==> config.mk <==
export PLATFORM = sky130hd
export DESIGN_NAME = lpc_tpm_reg_arbiter
export DESIGN_NICKNAME = d
export VERILOG_FILES = /design/src/rtl/lpc_tpm_reg_arbiter_pkg.sv /design/src/rtl/lpc_arb_wdt.sv /design/src/rtl/lpc_tpm_reg_arbiter.sv
export SDC_FILE = /design/constraint.sdc
export NUM_CORES = 1
export LEC_CHECK = 0
export CAP_MARGIN = 20
export CORE_ASPECT_RATIO = 0.6
export CORE_MARGIN = 10
export CORE_UTILIZATION = 45
export DETAILED_ROUTE_END_ITERATION = 8
export PLACE_DENSITY = 0.85
export RECOVER_POWER = 50
export SLEW_MARGIN = 20
export SYNTH_ARGS = -nofsm -noshare
export SYNTH_HDL_FRONTEND = slang
export SYNTH_HIERARCHICAL = 1
export SYNTH_SLANG_ARGS = --single-unit
export TNS_END_PERCENT = 5
==> constraint.sdc <==
create_clock -name clk_i -period 3.02 [get_ports clk_i]
set_input_delay 0.453 -clock clk_i [delete_from_list [all_inputs] [get_ports clk_i]]
set_output_delay 0.453 -clock clk_i [all_outputs]
set_load 0.01 [all_outputs]
==> src/rtl/lpc_tpm_reg_arbiter_pkg.sv <==
// Shared encodings for the LPC/MCU register-bank arbiter: FSM states, owner codes, error fill.
package lpc_tpm_reg_arbiter_pkg;

    typedef enum logic [1:0] {
        LPC_ARB_ST_IDLE    = 2'd0,
        LPC_ARB_ST_LPC_ACC = 2'd1,
        LPC_ARB_ST_MCU_ACC = 2'd2,
        LPC_ARB_ST_RESP    = 2'd3
    } lpc_arb_state_e;

    localparam logic LPC_ARB_OWNER_LPC = 1'b0;
    localparam logic LPC_ARB_OWNER_MCU = 1'b1;

    // Read data returned on a watchdog abort is this bit replicated across the bus.
    localparam logic LPC_ARB_ERR_FILL_BIT = 1'b1;

    localparam int LPC_ARB_STARVE_W = 4;

endpackage

==> src/rtl/lpc_arb_wdt.sv <==
// Down-counting access watchdog: reloads on clr, counts while en, expire at terminal count.
module lpc_arb_wdt #(
    parameter int unsigned LIMIT = 64
) (
    input  logic clk_i,
    input  logic rst_i,
    input  logic clr,
    input  logic en,
    output logic expire
);

    localparam int CW = $clog2(LIMIT + 1);

    logic [CW-1:0] cnt_q;

    always_ff @(posedge clk_i or posedge rst_i) begin
        if (rst_i) begin
            cnt_q <= CW'(LIMIT - 1);
        end else if (clr) begin
            cnt_q <= CW'(LIMIT - 1);
        end else if (en && (cnt_q != '0)) begin
            cnt_q <= cnt_q - 1'b1;
        end
    end

    assign expire = en && (cnt_q == '0);

endmodule

==> src/rtl/lpc_tpm_reg_arbiter.sv <==
// Arbitrates the TPM register-bank port between the LPC FSM and the MCU bus.
// Optional downstream watchdog enabled by defining LPC_ARB_TIMEOUT_EN.
//
// state   | meaning
// IDLE    | no access in flight; grant decision each cycle
// LPC_ACC | LPC access presented on reg_*, waiting for reg_ack_i
// MCU_ACC | MCU access presented on reg_*, waiting for reg_ack_i
// RESP    | one-cycle completion pulse to the owning requester
module lpc_tpm_reg_arbiter
    import lpc_tpm_reg_arbiter_pkg::*;
#(
    parameter int ADDR_W         = 16,
    parameter int DATA_W         = 8,
    parameter int MCU_STARVE_MAX = 4,
    parameter int TIMEOUT_CYC    = 64
) (
    input  logic              clk_i,
    input  logic              rst_i,
    input  logic              lpc_req_i,
    input  logic              lpc_wr_i,
    input  logic [ADDR_W-1:0] lpc_addr_i,
    input  logic [DATA_W-1:0] lpc_wdata_i,
    output logic              lpc_ack_o,
    output logic [DATA_W-1:0] lpc_rdata_o,
    output logic              lpc_err_o,
    input  logic              mcu_req_i,
    input  logic              mcu_wr_i,
    input  logic [ADDR_W-1:0] mcu_addr_i,
    input  logic [DATA_W-1:0] mcu_wdata_i,
    output logic              mcu_ack_o,
    output logic [DATA_W-1:0] mcu_rdata_o,
    output logic              mcu_err_o,
    output logic              reg_req_o,
    output logic              reg_wr_o,
    output logic [ADDR_W-1:0] reg_addr_o,
    output logic [DATA_W-1:0] reg_wdata_o,
    input  logic              reg_ack_i,
    input  logic [DATA_W-1:0] reg_rdata_i,
    output logic              owner_o,
    output logic              busy_o
);

    localparam logic [LPC_ARB_STARVE_W-1:0] STARVE_MAX = LPC_ARB_STARVE_W'(MCU_STARVE_MAX);

    lpc_arb_state_e              state_q, state_d;
    logic [LPC_ARB_STARVE_W-1:0] starve_q, starve_d;
    logic                        owner_q, owner_d;
    logic                        reg_req_q, reg_req_d;
    logic                        reg_wr_q, reg_wr_d;
    logic [ADDR_W-1:0]           reg_addr_q, reg_addr_d;
    logic [DATA_W-1:0]           reg_wdata_q, reg_wdata_d;
    logic                        lpc_ack_q, lpc_ack_d, mcu_ack_q, mcu_ack_d;
    logic [DATA_W-1:0]           lpc_rdata_q, lpc_rdata_d, mcu_rdata_q, mcu_rdata_d;
    logic                        lpc_err_q, lpc_err_d, mcu_err_q, mcu_err_d;
    logic                        busy_q, busy_d;
    logic                        lpc_win, in_acc, wdt_expire;
    logic [DATA_W-1:0]           rsp_data;
    logic                        rsp_err;

    // MCU is forced only once LPC has won MCU_STARVE_MAX times in a row over it.
    assign lpc_win = lpc_req_i && !(mcu_req_i && (starve_q == STARVE_MAX));
    assign in_acc  = (state_q == LPC_ARB_ST_LPC_ACC) || (state_q == LPC_ARB_ST_MCU_ACC);

`ifdef LPC_ARB_TIMEOUT_EN
    lpc_arb_wdt #(
        .LIMIT(TIMEOUT_CYC)
    ) u_wdt (
        .clk_i (clk_i),
        .rst_i (rst_i),
        .clr   (!in_acc),
        .en    (in_acc),
        .expire(wdt_expire)
    );
`else
    assign wdt_expire = 1'b0;
`endif

    always_comb begin
        state_d     = state_q;
        starve_d    = starve_q;
        owner_d     = owner_q;
        reg_req_d   = reg_req_q;
        reg_wr_d    = reg_wr_q;
        reg_addr_d  = reg_addr_q;
        reg_wdata_d = reg_wdata_q;
        lpc_ack_d   = 1'b0;
        mcu_ack_d   = 1'b0;
        lpc_rdata_d = lpc_rdata_q;
        mcu_rdata_d = mcu_rdata_q;
        lpc_err_d   = lpc_err_q;
        mcu_err_d   = mcu_err_q;
        rsp_data    = '0;
        rsp_err     = 1'b0;

        case (state_q)
            LPC_ARB_ST_IDLE: begin
                if (lpc_win) begin
                    state_d     = LPC_ARB_ST_LPC_ACC;
                    owner_d     = LPC_ARB_OWNER_LPC;
                    reg_req_d   = 1'b1;
                    reg_wr_d    = lpc_wr_i;
                    reg_addr_d  = lpc_addr_i;
                    reg_wdata_d = lpc_wdata_i;
                    if (mcu_req_i && (starve_q != STARVE_MAX)) begin
                        starve_d = starve_q + 1'b1;
                    end
                end else if (mcu_req_i) begin
                    state_d     = LPC_ARB_ST_MCU_ACC;
                    owner_d     = LPC_ARB_OWNER_MCU;
                    reg_req_d   = 1'b1;
                    reg_wr_d    = mcu_wr_i;
                    reg_addr_d  = mcu_addr_i;
                    reg_wdata_d = mcu_wdata_i;
                    starve_d    = '0;
                end
            end
            LPC_ARB_ST_LPC_ACC, LPC_ARB_ST_MCU_ACC: begin
                if (reg_ack_i || wdt_expire) begin
                    state_d   = LPC_ARB_ST_RESP;
                    reg_req_d = 1'b0;
                    // A bank ack in the expiry cycle still completes normally.
                    if (reg_ack_i) begin
                        rsp_data = reg_wr_q ? '0 : reg_rdata_i;
                        rsp_err  = 1'b0;
                    end else begin
                        rsp_data = {DATA_W{LPC_ARB_ERR_FILL_BIT}};
                        rsp_err  = 1'b1;
                    end
                    if (state_q == LPC_ARB_ST_MCU_ACC) begin
                        mcu_ack_d   = 1'b1;
                        mcu_rdata_d = rsp_data;
                        mcu_err_d   = rsp_err;
                    end else begin
                        lpc_ack_d   = 1'b1;
                        lpc_rdata_d = rsp_data;
                        lpc_err_d   = rsp_err;
                    end
                end
            end
            LPC_ARB_ST_RESP: state_d = LPC_ARB_ST_IDLE;
            default:         state_d = LPC_ARB_ST_IDLE;
        endcase

        busy_d = (state_d != LPC_ARB_ST_IDLE);
    end

    always_ff @(posedge clk_i or posedge rst_i) begin
        if (rst_i) begin
            state_q     <= LPC_ARB_ST_IDLE;
            starve_q    <= '0;
            owner_q     <= LPC_ARB_OWNER_LPC;
            reg_req_q   <= 1'b0;
            reg_wr_q    <= 1'b0;
            reg_addr_q  <= '0;
            reg_wdata_q <= '0;
            lpc_ack_q   <= 1'b0;
            mcu_ack_q   <= 1'b0;
            lpc_rdata_q <= '0;
            mcu_rdata_q <= '0;
            lpc_err_q   <= 1'b0;
            mcu_err_q   <= 1'b0;
            busy_q      <= 1'b0;
        end else begin
            state_q     <= state_d;
            starve_q    <= starve_d;
            owner_q     <= owner_d;
            reg_req_q   <= reg_req_d;
            reg_wr_q    <= reg_wr_d;
            reg_addr_q  <= reg_addr_d;
            reg_wdata_q <= reg_wdata_d;
            lpc_ack_q   <= lpc_ack_d;
            mcu_ack_q   <= mcu_ack_d;
            lpc_rdata_q <= lpc_rdata_d;
            mcu_rdata_q <= mcu_rdata_d;
            lpc_err_q   <= lpc_err_d;
            mcu_err_q   <= mcu_err_d;
            busy_q      <= busy_d;
        end
    end

    assign lpc_ack_o   = lpc_ack_q;
    assign lpc_rdata_o = lpc_rdata_q;
    assign lpc_err_o   = lpc_err_q;
    assign mcu_ack_o   = mcu_ack_q;
    assign mcu_rdata_o = mcu_rdata_q;
    assign mcu_err_o   = mcu_err_q;
    assign reg_req_o   = reg_req_q;
    assign reg_wr_o    = reg_wr_q;
    assign reg_addr_o  = reg_addr_q;
    assign reg_wdata_o = reg_wdata_q;
    assign owner_o     = owner_q;
    assign busy_o      = busy_q;

endmodule
* After elaboration in Yosys (flattened, before gate mapping)
Cells that the tools add are included.
** Word-level totals
- Bits in latches :: 0
- Register bits after elaboration :: 52
- ROM bits :: 0
- Input bits :: 63
- Memories kept :: 0
- Output and inout bits :: 48
- Memory bits (writable) :: 0
** Cells by class
- $mul :: 0
- Div/mod/pow operators :: 0
- Multiplexer cells :: 25
- Magnitude comparators :: 0
- Add/subtract/negate cells :: 1
- Bitwise operators :: 1
- Reduce and logical (&&, ||, !) cells :: 14
- Shift operators :: 0
- Equality and inequality tests :: 8
** Operator list (number)
- $mux W16 :: 2
- $mux W8 :: 3
- $mux W1 :: 12
- $mux W4 :: 3
- $reduce_and A3 Y1 :: 4
- $mux W2 :: 3
- $pmux W2 S3 :: 1
- $reduce_bool A2 Y1 :: 3
- $add A4 B1 Y4 const B :: 1
- $eq A2 B2 Y1 const B :: 2
- $eq A4 B3 Y1 const B :: 1
- $ne A4 B3 Y1 const B :: 1
- $logic_and A1 B1 Y1 :: 3
- $ne A3 B3 Y1 const B :: 1
- $eq A2 B1 Y1 const B :: 1
- $logic_not A2 Y1 :: 1
- $ne A2 B1 Y1 const B :: 1
- $ne A2 B2 Y1 const B :: 1
- $pmux W1 S2 :: 1
- $reduce_and A2 Y1 :: 1
- $reduce_or A2 Y1 :: 1
- $logic_not A1 Y1 :: 1
- $not A1 Y1 :: 1

* Longest topological paths before layout
Gate-level depths: netlist of the first run.
- Word-level depth :: 7
- Mapped depth :: 7
- Mapped depth without buffers :: 5

* Least setup slack after synthesis of the first run
No wires, ideal clock.
- Path kind :: register to register
- Start point :: register state_q[0]
- End point :: register busy_q (netlist: busy_o)
- Clock period less this slack :: 1.393 ns
- Buffers on the path :: 0
- Library setup time :: 0.137 ns
- Slack :: 1.627 ns
- Arrival time :: 1.256 ns
- Stages on the path, launching flop included :: 6
- Cell sequence :: dfrtp_1 inv_1 ha_1 mux2_2 o22ai_1 nand4b_1
** Between the ends
- Longest elaborated chain between the ends :: 4
- Elaborated cells on any way between the ends :: 10
- Those cells by class :: 3 x eq/ne; 4 x mux; 3 x reduce/logical
** RTL lines
- start: declaration :: line lpc_tpm_reg_arbiter.sv:45 : lpc_arb_state_e state_q, state_d;
- start signal: assignment :: line lpc_tpm_reg_arbiter.sv:164 : state_q <= state_d;
- $eq A2 B1 Y1 (tied with other cells) :: line lpc_tpm_reg_arbiter.sv:95 : case (state_q)
- $reduce_or A2 Y1 / $mux W2 (equally long branches) :: line lpc_tpm_reg_arbiter.sv:95, lpc_tpm_reg_arbiter.sv:97
- $pmux W2 S3 * :: line lpc_tpm_reg_arbiter.sv:95
- $reduce_bool A2 Y1 * :: line lpc_tpm_reg_arbiter.sv:144 : busy_d = (state_d != LPC_ARB_ST_IDLE);
- net busy_d :: line lpc_tpm_reg_arbiter.sv:55 : logic busy_q, busy_d;
- end signal: assignment :: line lpc_tpm_reg_arbiter.sv:177 : busy_q <= busy_d;
- end: declaration :: line lpc_tpm_reg_arbiter.sv:55
Mark *: on every way through the listed nets, which the timed path passes. The rest lies on a longest branch.
A chain may end at the register's enable or synchronous reset.

* Worst setup path after layout of the first run
- Start point :: input mcu_req_i
- End point :: register reg_addr_q[12] (netlist: reg_addr_o[12])
** Between the ends
- Longest elaborated chain between the ends :: 5
- Elaborated cells on any way between the ends :: 6
- Those cells by class :: 1 x mux; 5 x reduce/logical
** RTL lines
- start: declaration :: line lpc_tpm_reg_arbiter.sv:26 : input logic mcu_req_i,
- $logic_and A1 B1 Y1 :: line lpc_tpm_reg_arbiter.sv:61 : assign lpc_win = lpc_req_i && !(mcu_req_i && (starve_q == STARVE_MAX));
- $logic_not A1 Y1 :: line lpc_tpm_reg_arbiter.sv:61
- $logic_and A1 B1 Y1 :: line lpc_tpm_reg_arbiter.sv:61
- $reduce_bool A2 Y1 (no source line)
- $reduce_and A2 Y1 (no source line)
- end signal: assignment :: line lpc_tpm_reg_arbiter.sv:169 : reg_addr_q <= reg_addr_d;
- end: declaration :: line lpc_tpm_reg_arbiter.sv:50 : logic [ADDR_W-1:0] reg_addr_q, reg_addr_d;
Parallel ways exist; a longest one is shown, timed or not.

==> results.ini, run 1 <==
[cells_and_area]
nets=434
area_growth_pct=46.3
fillers=434
fin_util_pct=67.2
drive_above_1_share_pct=5.99
antennaDiodeCount=0

[worst_setup_path]
critPathRequiredTime_ps=3260
crit_path_end_kind=flop
critical_path_arrival_ps=2240
r2r_end=reg_addr_o[12]
ff2ff_setup_slack_ps=1180
max_stage_delay_ps=910
crit_slowest_cell=o21ai_2
r2r_start=state_q[1]
r2r_cells=6
path_cells=clkdlybuf4s50_1, o21ai_2, nand2_1, o211ai_2
crit_type=input port to flop
cp-start-kind=input port
path_max_fanout=25

[cts]
max-clock-path-buffers=2
clkTransAtPathRegs_ps=100
cts_tree=yes
postCtsHoldBufs=0
cts_setup_buffers=0
root_buffer=clkbuf_8
post_cts_resized=0
clock-sinks=52
cts_max_level=2
cts_buffers=5
worstSkewPairLatency_ps=310

[global_routing]
grtUsageTotal_pct=17.0
grt.overflow.total=0
grt_pass1_wl_um=12600
grt_max_degree=53
antenna_found_initial=0
grt_pass1_vias=2364

[placement]
io_buffers=108
gp_congestion=0.770
dpl.hpwl_um=5710

[timing]
fin_crit_sh_pct=66.2
finalSetupViolations=0
skew_ps=12.3
finalMaxSlewViolations=0
setup_tns_ps=0
post-route-min-period_ps=2000
worst_pin_slew_ps=1300
hold_viol=0
max_freq_mhz=500
rsz0062_at_grt=false
slew_headroom_pct=13.5

[floorplanning]
io_pins=111
die_width_um=117
start_util_pct=45.9
die_h_um=78.1
die_area_um2=9130
coreArea_um2=5520
core.rowCount=21

[worst_hold_path]
holdPathStages=2
min-delay-start=lpc_rdata_o[7]
hold_path_class=flop to flop
min_to=lpc_rdata_o[7]

[power]
p_clk_share_pct=13.6
p_switching_mw=1.37
ir_worst_vdd_mv=0.435
leakage_nw=1.58
p_sw_share_pct=39.0
internal_power_mw=2.15
p_seq_share_pct=34.5
power_density_nw_per_um2=950
power_frac_comb_pct=51.8

[yosys]
synth.distinct_cells=32
netlist_instances=265
synth_top_area_share_pct=51.4
synth_area_leaders=dfrtp_1, nand2_1, o211ai_1
synth_area_per_cell_um2=9.56
synth_warnings=6
synth_largest_area_cell=dfrtp_1
synth_edf_count=0
yosysSeqAreaShare_pct=51.4
ys.flop_type=dfrtp_1
async_flop_share_pct=100
syn-cell-area_um2=2530
synth_seq_cells=52

[detailed_routing]
vias_per_cell=5.42
via_count=2364
initialDrtViolationCount=190
antenna_left=0
routedWlPerCell_um=18.4
drt_wl_total_um=8010
drt-pass1-iter-count=4
drc=0

[flow_run]
drv_cap=0

[run_status]
status=finished, final reports clean

## area by class of cell
cell class                      instances  area [µm²]  area share (%)
Tap cell                               69        86.3            2.33
Multi-Input combinational cell        183        1050            28.2
Clock buffer                            6        72.6            1.96
Clock inverter                          2        35.0           0.945
Sequential cell                        52        1300            35.1
Timing Repair Buffer                  115        1130            30.5
Inverter                                9        33.8           0.912
## metal layers
| layer | global-route usage (%) | wire, µm |
|---|---|---|
| met1 | 22.8 | 3660 |
| met2 | 25.4 | 3600 |
| met3 | 5.32 | 616 |
| met4 | 5.65 | 142 |
| met5 | 0 | 0 |
## synth_stat cells, types with 3 or more instances
library cell / instances
nand2_1: 71
dfrtp_1: 52
nand4_1: 25
o211ai_1: 22
o21ai_0: 21
buf_2: 10
inv_1: 9
nand2b_1: 8
buf_6: 6
ha_1: 5
buf_4: 4
o211ai_2: 4
a22o_1: 3
## registers in the layout, indices dropped and copies added, names as in the netlist
register / cells
reg_addr_o: 16
lpc_rdata_o: 8
mcu_rdata_o: 8
reg_wdata_o: 8
starve_q: 4
state_q: 2
busy_o: 1
lpc_ack_o: 1
mcu_ack_o: 1
owner_o: 1
reg_req_o: 1
reg_wr_o: 1
## power groups by stage
stage	combinational, mW	clock, mW	sequential [mW]
floorplan	0.882	0	1.33
global placement	1.81	0	1.22
detailed placement	1.86	0	1.23
CTS	1.88	0.483	1.22
global route	2.00	0.514	1.26
finish	1.82	0.480	1.22
## kinds of logic after synthesis
kind of cell	synth area share (%)
compound gates	15.9
other cells	0.148
fa+ha+maj	2.47
simple gates	22.2
buf+inv	7.46
flops	51.4
mux	0.445
## metrics by stage
| step | area [µm²] | cells | hold WS (ps) | worst slack (ps) | power (mW) |
|---|---|---|---|---|---|
| 2_1_floorplan | 2540 | 266 | 498 | 1310 | 2.22 |
| 3_5_place_dp | 3600 | 428 | 474 | 743 | 3.09 |
| 5_1_grt | 3710 | 436 | 517 | 875 | 3.77 |
| 6_report | 3710 | 436 | 489 | 1020 | 3.52 |
| 3_3_place_gp | 3600 | 428 | 461 | 806 | 3.03 |
| 4_1_cts | 3710 | 436 | 496 | 1040 | 3.58 |
## critical path, delay by kind of cell
| kind | cells | cell delay (ps) |
|---|---|---|
| AOI/OAI and AO/OA | 2 | 1010 |
| buffers and inverters | 1 | 570 |
| and+or+nand+nor | 1 | 190 |
## cell usage in the layout (no fill, tap or decap), types with 3 or more instances in the layout
cell type,Yosys,final
inv_1,9,8
clkdlybuf4s50_1,0,94
nand2b_1,8,8
dlygate4sd3_1,0,14
ha_1,5,5
dfrtp_1,52,52
nand4_1,25,25
o21ai_0,21,21
o211ai_2,4,4
a22o_1,3,3
buf_4,4,6
o211ai_1,22,22
nand2_1,71,71
clkbuf_8,0,5
## worst max-delay path by stage
stage	cells after the start	from	slack (ps)	end
after floorplan	1	rst_i	1310	busy_o
after global placement	4	mcu_req_i	810	reg_wdata_o[2]
after detailed placement	4	mcu_req_i	740	reg_wdata_o[0]
after CTS	4	mcu_req_i	1040	reg_wdata_o[0]
after global routing	4	mcu_req_i	880	reg_addr_o[7]
final	4	mcu_req_i	1020	reg_addr_o[12]
(Power assumes the default switching activity.)
==> inputs of run 2 (changes only) <==
- CORE_UTILIZATION: 45 -> 42
- PLACE_DENSITY: 0.85 -> 0.8
- clock period: 3.02 -> 2 ns (I/O delays scaled with it)
==> run 2 against run 1 <==
Against the previous run:
- die area increased by 5.6%
- routed wire length is 4.9% higher
- utilization decreased by 0.61 points
- clock-buffer cell count is the same
- worst hold slack worse by 4.4 ps
- clock skew decreased by 5.7 ps
- non-clock buffer count rose by 7
- highest routed layer unchanged
- largest power group unchanged
- register-to-register slack worse by 870 ps
==> results.ini, run 2 (synthesis gave the netlist of run 1 again) <==
[worst_hold_path]
hold_path_class=flop to flop  ; unchanged

[worst_setup_path]
cp-start-kind=flop  ; was input port
crit_type=flop to flop  ; was input port to flop
critical_path_arrival_ps=1850  ; was 2240 ps
critPathRequiredTime_ps=2170  ; was 3260 ps
crit_path_end_kind=flop  ; unchanged
path_max_fanout=17  ; was 25

[cells_and_area]
mostFrequentLayoutCell=clkdlybuf4s50_1  ; unchanged
largest_reg_flops=16  ; unchanged
nets=441  ; was 434
fin_util_pct=66.6  ; was 67.2%
final_area_um2=3790  ; was 3710 µm²
drive_above_1_share_pct=7.75  ; was 5.99%
antennaDiodeCount=0  ; unchanged
area_growth_pct=49.9  ; was 46.3%
layout_common_cells=clkdlybuf4s50_1, nand2_1, dfrtp_1  ; unchanged
fillers=498  ; was 434

[timing]
worst_pin_slew_ps=807  ; was 1300 ps
finalSetupViolations=0  ; unchanged
post-route-min-period_ps=1690
slew_headroom_pct=46.2  ; was 13.5%
fin_crit_sh_pct=84.3
timing.hold.ws_ps=485  ; was 489 ps
finalMaxSlewViolations=0  ; unchanged
setup_slack_ps=314  ; was 1020 ps
setup_tns_ps=0  ; unchanged
rsz0062_at_grt=false  ; unchanged
hold_viol=0  ; unchanged
skew_ps=6.58  ; was 12.3 ps
max_freq_mhz=593

[power]
power_density_nw_per_um2=1440  ; was 950 nW/µm²
p_clk_share_pct=14.0  ; was 13.6%
p_seq_share_pct=33.3  ; was 34.5%
internal_power_mw=3.36  ; was 2.15 mW
p_sw_share_pct=38.4  ; was 39.0%
leakage_nw=1.63  ; was 1.58 nW
ir_worst_vdd_mv=0.843  ; was 0.435 mV
power_frac_comb_pct=52.7  ; was 51.8%
p_switching_mw=2.10  ; was 1.37 mW

[placement]
io_buffers=108  ; unchanged
place_area_um2=3690  ; was 3600 µm²
pre_cts_slack_ps=210  ; was 743 ps
dpl.hpwl_um=6630  ; was 5710 µm
gp_congestion=0.857  ; was 0.770

[floorplanning]
die_h_um=80.2  ; was 78.1 µm
coreArea_um2=5700  ; was 5520 µm²
die_area_um2=9640  ; was 9130 µm²
io_pins=111  ; unchanged
start_util_pct=44.4  ; was 45.9%
core.rowCount=21  ; unchanged
die_width_um=120  ; was 117 µm

[detailed_routing]
initialDrtViolationCount=186  ; was 190
drt-pass1-iter-count=5  ; was 4
via_count=2383  ; was 2364
routedWlPerCell_um=18.5  ; was 18.4 µm
drc=0  ; unchanged
drt_wl_total_um=8400  ; was 8010 µm
vias_per_cell=5.25  ; was 5.42
antenna_left=0  ; unchanged

[cts]
cts_max_level=2  ; unchanged
max-clock-path-buffers=2  ; unchanged
root_buffer=clkbuf_8  ; unchanged
cts_buffers=5  ; unchanged
clock-sinks=52  ; unchanged
cts_tree=yes  ; unchanged
cts_setup_buffers=0  ; unchanged
worstSkewPairLatency_ps=300  ; was 310 ps
clkTransAtPathRegs_ps=90  ; was 100 ps
postCtsHoldBufs=0  ; unchanged
post_cts_resized=0  ; unchanged

[global_routing]
antenna_found_initial=0  ; unchanged
grt_pass1_vias=2369  ; was 2364
grt_max_degree=31  ; was 53
grt_pass1_wl_um=13500  ; was 12600 µm
grt.overflow.total=0  ; unchanged
grtUsageTotal_pct=17.3  ; was 17.0%

[run_status]
status=finished, final reports clean  ; unchanged

[flow_run]
drv_cap=0  ; unchanged

run 2: worst paths after layout:
check,slack [ps],start,depth (start not counted),endpoint
hold / removal,480,lpc_rdata_o[5],2,lpc_rdata_o[5]
hold reg to reg,480,lpc_rdata_o[5],2,lpc_rdata_o[5]
setup / recovery,310,state_q[1],5,lpc_rdata_o[1]
min in group asynchronous,580,rst_i,2,reg_addr_o[2]
max in group asynchronous,410,rst_i,3,state_q[0]
setup reg to reg,310,state_q[1],5,lpc_rdata_o[1]
run 2: area by class of cell:
cell class,count,area (µm²),area share [%]
clock inverters,2,38.8,1.02
clock buffers,6,82.6,2.18
multi-input cells,183,1050,27.6
well taps,80,100,2.64
inverters,9,33.8,0.890
flip-flops and latches,52,1300,34.3
repair buffers,122,1190,31.4
run 2: routing by layer:
metal  part of all wire, %  wire (µm)  global-route usage, %  vias up
met5                     0          0                      0        -
met4                  0.49         41                   2.88        0
met3                   8.5        713                   5.38        5
met2                    45       3760                   26.1       93
met1                    46       3880                   24.1     1146
li1                      -          -                      -     1139
run 2: worst max-delay path: stages, from the launching register on:
cell and delay [ps]:
dfrtp_1 400, inv_1 90, ha_1 320, nand3b_1 440, nand2_1 210, o21ai_0 100
run 2: power groups by stage:
| stage | sequential, mW | combinational, mW | clock, mW |
|---|---|---|---|
| global route | 1.89 | 3.18 | 0.815 |
| detailed placement | 1.84 | 2.96 | 0 |
| global placement | 1.82 | 2.88 | 0 |
| CTS | 1.82 | 2.96 | 0.773 |
| floorplan | 2.01 | 1.33 | 0 |
| finish | 1.82 | 2.88 | 0.765 |
run 2: per-stage QoR:
step | power, mW | std cells
floorplan | 3.35 | 266
global route | 5.88 | 454
CTS | 5.56 | 454
detailed placement | 4.80 | 446
finish | 5.46 | 454
global placement | 4.70 | 446
==> inputs of run 3 (changes only) <==
- CORE_UTILIZATION: 42 -> 38
- PLACE_DENSITY: 0.8 -> 0.76
- clock period: 2 -> 1.4 ns (I/O delays scaled with it)
==> run 3 against run 2 <==
Against the previous run:
- the run now ends with negative setup slack left
- clock power grew 18%
- via count increased by 4.4%
- largest power group unchanged
- sequential share of layout area down 1.8 points
- worst hold slack lost 26 ps
- sequential cell count is the same
- non-clock buffer count rose by 19
- first-iteration DRC count is 80% higher
- clock skew is 3.6 ps higher
==> results.ini, run 3 (synthesis gave the netlist of run 1 again) <==
[cts]
postCtsHoldBufs=0  ; unchanged
cts_tree=yes  ; unchanged
root_buffer=clkbuf_8  ; unchanged
cts_max_level=2  ; unchanged
clock-sinks=52  ; unchanged
max-clock-path-buffers=2  ; unchanged
cts_buffers=5  ; unchanged
clkTransAtPathRegs_ps=100  ; was 90 ps
worstSkewPairLatency_ps=310  ; was 300 ps

[cells_and_area]
largest_reg_flops=16  ; unchanged
multiInputGateArea_um2=1120  ; was 1050 µm²
fin_cells=478  ; was 454
area_growth_pct=58.2  ; was 49.9%
fin_util_pct=63.8  ; was 66.6%
layout_common_cells=nand2_1, clkdlybuf4s50_1, dfrtp_1  ; was clkdlybuf4s50_1, nand2_1, dfrtp_1
antennaDiodeCount=0  ; unchanged
mostFrequentLayoutCell=nand2_1  ; was clkdlybuf4s50_1
drive_above_1_share_pct=15.7  ; was 7.75%
nets=461  ; was 441
seq_area_um2=1300  ; unchanged
final_area_um2=4010  ; was 3790 µm²
fillers=519  ; was 498

[worst_setup_path]
r2r_cells=5  ; unchanged
path_max_fanout=2  ; was 17
crit_type=flop to flop  ; unchanged
cp-start-kind=flop  ; unchanged
ff2ff_setup_slack_ps=-60  ; was 310 ps
crit_path_end_kind=flop  ; unchanged
critPathRequiredTime_ps=1560  ; was 2170 ps
critical_path_arrival_ps=1630  ; was 1850 ps
r2r_start=state_q[1]  ; unchanged
r2r_end=busy_o  ; was lpc_rdata_o[1]

[detailed_routing]
drt_wl_total_um=8910  ; was 8400 µm
routedWlPerCell_um=18.6  ; was 18.5 µm
antenna_left=0  ; unchanged
initialDrtViolationCount=335  ; was 186
drt-pass1-iter-count=4  ; was 5
via_count=2488  ; was 2383
drc=0  ; unchanged
vias_per_cell=5.21  ; was 5.25

[global_routing]
grt_pass1_vias=2405  ; was 2369
grt.overflow.total=0  ; unchanged
top_usage_layer=met2  ; unchanged
grt.met2_usage_pct=22.7  ; was 26.1%
grtUsageMet3_pct=5.14  ; was 5.38%
grt_pass1_wl_um=13500  ; about the same
antenna_found_initial=0  ; unchanged
met1_usage_pct=21.6  ; was 24.1%
grt_max_degree=53  ; was 31
grtUsageTotal_pct=15.5  ; was 17.3%

[power]
internal_power_mw=4.71  ; was 3.36 mW
power_frac_comb_pct=56.5  ; was 52.7%
p_clk_share_pct=11.3  ; was 14.0%
leakage_nw=1.83  ; was 1.63 nW
p_switching_mw=3.27  ; was 2.10 mW
ir_worst_vdd_mv=0.761  ; was 0.843 mV
p_sw_share_pct=41.0  ; was 38.4%
power_density_nw_per_um2=1990  ; was 1440 nW/µm²
p_seq_share_pct=32.2  ; was 33.3%

[timing]
timing.hold.ws_ps=458  ; was 485 ps
slew_headroom_pct=52.0  ; was 46.2%
finalMaxSlewViolations=0  ; unchanged
fin_crit_sh_pct=105  ; was 84.3%
worst_pin_slew_ps=720  ; was 807 ps
skew_ps=10.2  ; was 6.58 ps
finalSetupViolations=8  ; was 0
setup_slack_ps=-63.5  ; was 314 ps
post-route-min-period_ps=1460  ; was 1690 ps
max_freq_mhz=683  ; was 593 MHz
rsz0062_at_grt=true  ; was false
hold_viol=0  ; unchanged

[placement]
dpl.hpwl_um=6330  ; was 6630 µm
io_buffers=108  ; unchanged
dpl.cell_count=466  ; was 446
place_area_um2=3860  ; was 3690 µm²
gp_congestion=0.812  ; was 0.857

[flow_run]
drv_cap=0  ; unchanged

[floorplanning]
die_h_um=83.2  ; was 80.2 µm
coreArea_um2=6280  ; was 5700 µm²
core.rowCount=22  ; was 21
io_pins=111  ; unchanged
die_area_um2=10400  ; was 9640 µm²
die_width_um=125  ; was 120 µm
start_util_pct=40.4  ; was 44.4%

[worst_hold_path]
holdPathStages=3  ; was 2
min-delay-start=mcu_wdata_i[2]  ; was lpc_rdata_o[5]
hold_path_class=input port to flop  ; was flop to flop
min_to=reg_wdata_o[2]  ; was lpc_rdata_o[5]

[run_status]
status=finished with violations  ; was finished, final reports clean
violations=negative setup slack

[run 3: changes by cell type in the layout (fill, tap and decap cells not counted), sizes merged, moves of 3 or more]
cell / previous run / this run
dlygate4sd3: 15 / 1
clkinvlp: 0 / 3
dlygate4sd2: 0 / 46
buf: 12 / 31
clkdlybuf4s50: 93 / 61
[run 3: worst max-delay path by stage]
stage,startpoint,end,depth (start not counted)
after floorplan,state_q[0],busy_o,5
after global placement,mcu_req_i,starve_q[3],5
after detailed placement,mcu_req_i,starve_q[3],5
after CTS,state_q[0],reg_addr_o[10],6
after global routing,state_q[1],busy_o,5
final,state_q[1],busy_o,5
[run 3: worst max-delay path, cell delays in order (launching register included)]
cell,delay [ps]
dfrtp_1,420
inv_2,120
ha_4,150
mux2_2,340
o22ai_2,170
nand4b_1,140
[run 3: layer usage]
metal | vias up | wire length, µm
li1 | 1185 | -
met1 | 1201 | 4250
met2 | 94 | 3920
met3 | 8 | 676
met4 | 0 | 60
met5 | - | 0
[run 3: stage by stage]
stage	power (mW)	TNS (ps)	setup slack [ps]
finish	7.99	-179	-63.5
floorplan	4.78	0	7.07
global route	8.58	-1130	-105
CTS	7.72	-929	-74.1
global placement	7.07	-4590	-179
detailed placement	7.17	-6920	-259
[run 3: power by group through the flow]
| stage | Clock [mW] | Combinational [mW] | Sequential, mW |
|---|---|---|---|
| 6_report | 0.902 | 4.51 | 2.57 |
| 5_1_grt | 0.989 | 4.93 | 2.66 |
| 4_1_cts | 0.933 | 4.22 | 2.57 |
| 3_5_place_dp | 0 | 4.57 | 2.60 |
| 3_3_place_gp | 0 | 4.50 | 2.57 |
| 2_1_floorplan | 0 | 1.90 | 2.88 |
[run 3: what timing repair did]
item / CTS / global route
gates cloned: 0 / 2
pin swaps: 1 / 16
endpoints found under the setup margin: 81 / 41
resized for setup: 54 / 14
buffers inserted: 0 / 2
[run 3: layout make-up]
type	instances	area share (%)
flip-flops and latches	52	32.5
multi-input cells	184	28.0
repair buffers	141	33.6
clock buffers	5	1.72
inverters	9	0.937
well taps	84	2.62
clock inverters	3	0.656
==> RTL edit (flow settings as in run 3) <==
Encoding of `lpc_arb_state_e`: now one-hot (4 bits for 4 states).
--- a/src/rtl/lpc_tpm_reg_arbiter_pkg.sv
+++ b/src/rtl/lpc_tpm_reg_arbiter_pkg.sv
@@ -3,7 +3,7 @@
 
-    typedef enum logic [1:0] {
-        LPC_ARB_ST_IDLE    = 2'd0,
-        LPC_ARB_ST_LPC_ACC = 2'd1,
-        LPC_ARB_ST_MCU_ACC = 2'd2,
-        LPC_ARB_ST_RESP    = 2'd3
+    typedef enum logic [3:0] {
+        LPC_ARB_ST_IDLE    = 4'b0001,
+        LPC_ARB_ST_LPC_ACC = 4'b0010,
+        LPC_ARB_ST_MCU_ACC = 4'b0100,
+        LPC_ARB_ST_RESP    = 4'b1000
     } lpc_arb_state_e;
Behaviour: no difference found for any inputs over 10 cycles, from zero or initial values and one cycle with rst_i high; not proved beyond that.
==> RTL edit against run 3 <==
The run still ends with negative setup slack left. Count of clock-buffer cells in the layout rose by 2. First-iteration DRC count shrank 42%. Utilization increased by 1.1 points. Design area up 1.2%. Routed wire length fell by 1.2%. Non-clock buffer count increased by 5. Global-route usage grew 0.72 points. Total power shrank 7.9%. Setup slack got worse by 0.12 ns. Worst hold slack gained 0.019 ns. Synthesized area fell by 1.0%. Sequential cell count up 2. Largest power group unchanged. Highest routed layer unchanged.
==> RTL edit: results (changes against run 3) <==
- Number of cells on the worst hold path: 3 (unchanged)
* Endpoint of the worst hold path: reg_wdata_o[4]
- Final setup violation count: 47 (+39)
- # port buffers: 108 (unchanged)
- The fraction of layout cells with a size suffix above 1 was 0.2016 (+0.04423).
* Routed metal-1 wirelength: 4016 um (-5.5%)
- The instance area at placement is 3944 um2 (+2.2%).
- The mean instance size in the synthesized netlist was 10.27 um2 (+7.5%).
* Sequential fraction of the synthesis area: 0.5397 (+0.02586)
- Aggregate global-route resource usage: 0.1624 (+0.007185)
* Layout fillers: 534 (+2.9%)
* Worst hold margin: 0.4777 ns (+0.01942 ns)
- The average routed wire per standard cell is 19.09 um (+2.4%).
* Met2 wire length: 3855 um (-1.7%)
* Data arrival time at the worst-slack endpoint: 1.82 ns (+0.19 ns)
* Highest signal layer in the routed design: met4
- The depth of the most critical reg-to-reg path came to 3 (-2).
- Slowest cell on the critical path: or4b_4
- Vias in the first global route: 2634 (+9.5%)
- The clock skew after layout came to 0.006897 ns (-0.003279 ns).
- The met2 track utilization from global routing came to 0.2500 (+0.02301).
- Peak per-stage delay on the critical path: 0.57 ns (+0.15 ns)
- The detailed router's first-iteration violation count was 195 (-42%).
- The share of the synthesized area in compound gates (AO/OA/AOI/OAI) was 0.1992 (+0.04060).
* Maximum buffer depth of the clock tree: 2 (unchanged)
* Worst reg2reg path endpoint: starve_q[3]
* Final weighted congestion in routability-driven placement: 0.8313 (+2.3%)
- Number of cells in the design after placement: 451 (-3.2%)
- The setup slack after placement came to -0.2777 ns (-0.01826 ns).
- The startpoint identified for the worst register-to-register timing path is state_q[3].
- Met3 GRT Util: 0.06662 (+0.01523)
- Worst-Skew Late Latency: approximately 0.3 ns
* Final #Nets: 441 (-4.3%)
- Post-synthesis cell type count: 34 (+6.3%)
- Result of the run: finished, violations left
- The share of the synthesized netlist area taken by xor and xnor gates is 0.003495 (+0.003495).
- Smallest setup slack after layout: -0.1843 ns (-0.1208 ns)
- Routed length on met3: 882 um (+30%)
* Total wire length: 8800 um (-1.2%)
- The critical-path maximum fanout was 4 (+2).
* Slew at the pin closest to its max-slew limit: 0.7307 ns (+0.01093 ns)
- The kind of cell with the highest combined delay along the critical path is simple AND/OR/NAND/NOR gates.
- The final sum of negative setup slack was -2.091 ns (-1.913 ns).
- The pin count of the biggest net entering global routing came to 55 (+3.8%).
* Violated checks: negative setup slack
- Leak Pwr: 1.869 nW (+2.0%)
- The detailed placement HPWL was 6725 um (+6.3%).
- Most common library cells after synthesis: 53 x dfrtp_1, 29 x a21oi_1, 26 x a31oi_1, 25 x nand3_1, 25 x o21ai_0
* Multiplexer fraction of the synthesized cell area: 0.07189 (+0.06745)
- VDD IR max: 0.0006577 V (-14%)
- Wire length of the first global-routing pass: 14100 um (+4.2%)
- Yosys attributes the largest share of cell area to dfrtp_1 53%, mux2_2 7.2%, a31oi_1 6.5%.
* Met1 global-route usage: 0.2121 (-0.003495)
- Via/cell ratio: 5.380 (+3.4%)
RTL edit: changes by cell type in the layout (fill, tap and decap cells not counted), sizes merged, moves of 8 or more:
cell,run 3,this run
a31oi,0,26
o211ai,26,0
nand4,25,2
a21oi,2,29
nand3,2,25
nand2b,8,0
nand2,71,1
mux2,1,16
RTL edit: cell type report:
cell class	instances	area, um2	area share
clock buffers	7	86.33	0.02130
clock inverters	1	5.005	0.001235
inverters	7	30.03	0.007407
multi-input cells	162	1084	0.2673
flip-flops and latches	54	1355	0.3343
well taps	84	105.1	0.02593
repair buffers	146	1389	0.3426
RTL edit: report_power, final:
part           switching, mW  internal (mW)
clock                  0.500          0.401
sequential             0.386           2.24
combinational           1.89           1.94
total                   2.77           4.58
RTL edit: timing repair:
action	in CTS	in global routing
setup endpoints to repair	78	53
pin swaps	11	3
gates resized for setup	56	9
buffers inserted	2	0
cloned	0	0
RTL edit: tightest hold or removal path: stages:
cell and delay [ns]:
clkdlybuf4s50_1 0.39, o21ai_0 0.07, a31oi_1 0.08
